## src/rtl/regfile_onehot.sv

```systemverilog
// Eight-entry register file with a one-hot write select, two combinational read ports,
// a sticky multi-hot error flag and an accepted-write counter. Optional bypass: RF_BYPASS_EN.
module regfile_onehot #(
  parameter int WIDTH = 16
) (
  input  logic             clk,
  input  logic             rst,
  input  logic [7:0]       wr_sel,
  input  logic [WIDTH-1:0] wr_data,
  input  logic [2:0]       rd_addr1,
  input  logic [2:0]       rd_addr2,
  output logic [WIDTH-1:0] rd_data1,
  output logic [WIDTH-1:0] rd_data2,
  output logic             err,
  output logic [7:0]       wr_cnt
);

  // Number of set bits in the write select.
  function automatic logic [3:0] popcount8(input logic [7:0] v);
    logic [3:0] n;
    n = 4'd0;
    for (int i = 0; i < 8; i++) begin
      n = n + {3'd0, v[i]};
    end
    return n;
  endfunction

  // Index of the highest set bit; only meaningful when exactly one bit is set.
  function automatic logic [2:0] onehot_index(input logic [7:0] v);
    logic [2:0] idx;
    idx = 3'd0;
    for (int i = 0; i < 8; i++) begin
      if (v[i]) begin
        idx = 3'(i);
      end
    end
    return idx;
  endfunction

  logic [WIDTH-1:0] regs_r [8];
  logic             err_r;
  logic [7:0]       cnt_r;
  logic [3:0]       sel_pop_s;
  logic [2:0]       wr_idx_s;
  logic             wr_acc_s;
  logic             multi_s;

  // Classify the write select; nothing counts as a write while reset is held.
  always_comb begin
    sel_pop_s = popcount8(wr_sel);
    wr_idx_s  = onehot_index(wr_sel);
    if (rst) begin
      wr_acc_s = (sel_pop_s == 4'd1);
      multi_s  = (sel_pop_s >= 4'd2);
    end else begin
      wr_acc_s = 1'b0;
      multi_s  = 1'b0;
    end
  end

  // Register array: cleared asynchronously, loaded only on an accepted write.
  always_ff @(posedge clk or negedge rst) begin
    if (!rst) begin
      for (int i = 0; i < 8; i++) begin
        regs_r[i] <= '0;
      end
    end else if (wr_acc_s) begin
      regs_r[wr_idx_s] <= wr_data;
    end
  end

  // Sticky error flag and modulo-256 accepted-write counter.
  always_ff @(posedge clk or negedge rst) begin
    if (!rst) begin
      err_r <= 1'b0;
      cnt_r <= 8'd0;
    end else begin
      if (multi_s) begin
        err_r <= 1'b1;
      end
      if (wr_acc_s) begin
        cnt_r <= cnt_r + 8'd1;
      end
    end
  end

  // Read ports: stored value, optionally overridden by the same-cycle accepted write.
  always_comb begin
    rd_data1 = regs_r[rd_addr1];
    rd_data2 = regs_r[rd_addr2];
`ifdef RF_BYPASS_EN
    if (wr_acc_s && (rd_addr1 == wr_idx_s)) begin
      rd_data1 = wr_data;
    end else begin
      rd_data1 = regs_r[rd_addr1];
    end
    if (wr_acc_s && (rd_addr2 == wr_idx_s)) begin
      rd_data2 = wr_data;
    end else begin
      rd_data2 = regs_r[rd_addr2];
    end
`else
    if (wr_acc_s) begin
      rd_data1 = regs_r[rd_addr1];
      rd_data2 = regs_r[rd_addr2];
    end else begin
      rd_data1 = regs_r[rd_addr1];
      rd_data2 = regs_r[rd_addr2];
    end
`endif
  end

  assign err    = err_r;
  assign wr_cnt = cnt_r;

endmodule

```

## config.mk

```make
export PLATFORM = sky130hd
export DESIGN_NAME = regfile_onehot
export DESIGN_NICKNAME = d
export VERILOG_FILES = /design/src/rtl/regfile_onehot.sv
export SDC_FILE = /design/constraint.sdc
export NUM_CORES = 1
export LEC_CHECK = 0
export CORE_MARGIN = 2
export CORE_UTILIZATION = 30
export DETAILED_ROUTE_END_ITERATION = 12
export SLEW_MARGIN = 5
export SYNTH_ARGS = -nofsm -noshare
export SYNTH_HDL_FRONTEND = slang
export SYNTH_SLANG_ARGS = --single-unit
```

## constraint.sdc

```tcl
create_clock -name clk -period 6.2 [get_ports clk]
set_input_delay 1.24 -clock clk [delete_from_list [all_inputs] [get_ports clk]]
set_output_delay 1.24 -clock clk [all_outputs]
set_load 0.01 [all_outputs]
```

==> impl_metrics.py <==
metrics = {
    "sta": {
        "max_slew_margin_pct": 24.6,
        "hold_violations": 0,
        "rsz0062_at_grt": "false",
        "tns_ps": 0,
        "finalClockSkew_ps": 3.58,
        "setup_viol": 0,
        "fmax_mhz": 190,
        "drv_slew": 0,
        "worst_slew_pin_slew_ps": 1130,
        "fin_crit_sh_pct": 84.8,
        "period_needed_ps": 5260,
    },
    "die": {
        "die_x_microns": 161,
        "die_h_microns": 161,
        "core_sq_um": 24300,
        "io_pins": 73,
        "start_util_pct": 30.5,
        "dieArea_sq_um": 26000,
        "rows": 57,
    },
    "synthesis": {
        "async_reset_ff_share_pct": 100,
        "synth-edff-count": 0,
        "yosysWarnings": 0,
        "yosysTopAreaCell": "dfrtp_1",
        "synth_area_sq_um": 7410,
        "ys_seq_area_share_pct": 46.3,
        "synth-seq-cells": 137,
        "synth.area.top_cells": "dfrtp_1 46%, mux2_2 24%, mux4_2 19%",
        "syn-mean-instance-area_sq_um": 16.3,
        "yosys.cell_types.count": 30,
        "synthFlopType": "dfrtp_1",
        "synth_fp_nets": 494,
        "synth_top_area_share_pct": 46.3,
        "synth_cells": 454,
    },
    "global_route": {
        "grt_max_degree": 63,
        "grt_util_met2_pct": 24.4,
        "gr-total-overflow": 0,
        "grt_pass1_wl_microns": 28400,
        "grt_pass1_vias": 4929,
        "met1_usage_pct": 18.3,
        "grtUsageTotal_pct": 14.4,
        "grt_use_met3_pct": 2.93,
        "antenna_found_initial": 0,
        "busiest_layer": "met2",
    },
    "finish": {
        "final_nets": 573,
        "drive_gt1_share_pct": 52.0,
        "diodes": 0,
        "area_growth_pct": 22.5,
    },
    "clock_tree": {
        "clk_latency_ps": 420,
        "cts_root_buffer": "clkbuf_16",
        "post_cts.repair.setup_buffers": 0,
        "clk_path_buf_depth": 2,
        "clk_pin_slew_worst_paths_ps": 50,
        "tritoncts": "done",
        "htree_levels": 4,
        "cts.sinks": 137,
        "hold_buffers": 0,
        "cts_resized": 0,
        "cts_made_buffers": 17,
    },
    "worst_hold_path": {
        "hp-start": "wr_cnt[7]$_DFFE_PN0P_",
        "min_path_type": "reg -> reg",
    },
    "setup_path": {
        "critPathKind": "in -> reg",
        "crit_path_end_kind": "register",
        "crit_required_ps": 6500,
        "arrival_ps": 5550,
        "crit_fanout": 16,
        "rr_startpoint": "wr_cnt[0]$_DFFE_PN0P_",
        "critPathLaunch": "wr_sel[1]",
        "crit_path_start_kind": "input port",
    },
    "route": {
        "drt_iter0_drc": 173,
        "drc": 0,
        "antenna_left": 0,
        "vias": 4353,
        "avgViaCountPerCell": 5.00,
        "wl_per_cell_microns": 20.3,
        "drt_wl_total_microns": 17700,
        "firstDrtPassIters": 4,
    },
    "pwr": {
        "p_seq_share_pct": 40.9,
        "total_power_mw": 3.07,
        "swShare_pct": 27.6,
        "p_leak_nw": 3.95,
        "combPwrFrac_pct": 26.5,
        "clockPowerShare_pct": 32.7,
        "ir_worst_vdd_v": 0.000200,
        "p_per_area_nw_per_um2": 338,
        "p_switching_mw": 0.846,
        "internal_power_mw": 2.22,
    },
    "place": {
        "dp_hpwl_microns": 11500,
        "gp_congestion": 0.758,
        "io_buffers": 72,
    },
    "status": {
        "status": "completed",
    },
    "run": {
        "cap_violations": 0,
    },
}
placed cells by master (no fill, tap or decap), drive strengths merged, types with 2 or more instances in the layout:
| cell type | instances |
|---|---|
| dfrtp | 137 |
| buf | 20 |
| nor3 | 4 |
| clkdlybuf4s50 | 69 |
| nand3 | 5 |
| mux4 | 64 |
| xor2 | 7 |
| inv | 17 |
| mux2 | 161 |
| nor4 | 8 |
| nor2 | 3 |
| clkbuf | 19 |
| ha | 4 |
| clkinv | 7 |
| fa | 4 |
| nand2 | 4 |
| bufinv | 2 |
cells by family (layout without fill, tap and decap cells):
family,after synthesis,after routing,share of synthesized area (%)
AO/OA/AOI/OAI,3,3,0.456
XOR/XNOR,7,7,0.827
adder cells (fa/ha/maj),8,8,1.76
buffers and inverters,43,135,3.04
flip-flops,137,137,46.3
multiplexers,225,225,43.9
AND/OR/NAND/NOR,31,31,3.76
area by class of cell:
type | instances | area [sq um]
Fill cell | 2265 | 15200
Multi-Input combinational cell | 274 | 3760
Sequential cell | 137 | 3430
Timing Repair Buffer | 89 | 848
Clock buffer | 19 | 443
Tap cell | 324 | 405
Clock inverter | 13 | 144
Inverter | 14 | 52.6
cell usage after synthesis, types with 5 or more instances:
master    instances
nor4_4            5
clkbuf_1         10
dfrtp_1         137
buf_4             5
xor2_1            7
mux4_2           64
nand3_1           5
mux2_2          160
buf_6             5
inv_1            14
buf_2             6
worst max-delay path, stage by stage:
cell and delay (ps):
clkdlybuf4s50_1 490, inv_1 70, fa_1 470, fa_1 510
fa_1 400, inv_1 70, ha_1 160, inv_1 60
fa_1 500, nand3_1 90, or3_1 520, nor4_4 260
buf_4 310, mux2_2 380
state kept, by name (all words and copies together) (netlist names):
| signal | cells |
|---|---|
| regs_r | 128 |
| wr_cnt | 8 |
| err | 1 |
per-stage QoR:
stage	instance area (sq um)	setup slack (ps)	cells	hold WS [ps]	util [%]
after floorplan	7410	1220	454	471	-
after global placement	8490	596	838	456	34.9
after detailed placement	8490	472	838	468	34.9
after CTS	9080	916	870	475	37.3
after global routing	9080	714	870	493	37.3
final	9080	943	870	472	37.3
final timing paths:
check	slack, ps	depth (start not counted)	end
max reg2reg	5030	4	wr_cnt[4]$_DFFE_PN0P_
min in group asynchronous	760	1	wr_cnt[1]$_DFFE_PN0P_
max in group asynchronous	4250	2	regs_r[96]$_DFFE_PN0P_
min reg2reg	470	1	wr_cnt[7]$_DFFE_PN0P_
max	940	14	regs_r[125]$_DFFE_PN0P_
min	470	1	wr_cnt[7]$_DFFE_PN0P_
power groups by stage:
| stage | registers (mW) | logic, mW | clock network (mW) |
|---|---|---|---|
| 6_report | 1.25 | 0.812 | 1.00 |
| 5_1_grt | 1.29 | 0.876 | 1.07 |
| 4_1_cts | 1.25 | 0.826 | 1.02 |
| 3_5_place_dp | 1.27 | 0.822 | 0 |
| 3_3_place_gp | 1.24 | 0.803 | 0 |
| 2_1_floorplan | 1.23 | 0.541 | 0 |
layer usage:
| metal | part of all wire, % | vias up |
|---|---|---|
| met5 | 0 | - |
| met4 | 1.7 | 0 |
| met3 | 3.1 | 23 |
| met2 | 50 | 76 |
| met1 | 45 | 2340 |
| li1 | - | 1914 |
No activity file was read; power rests on OpenSTA's default activity.
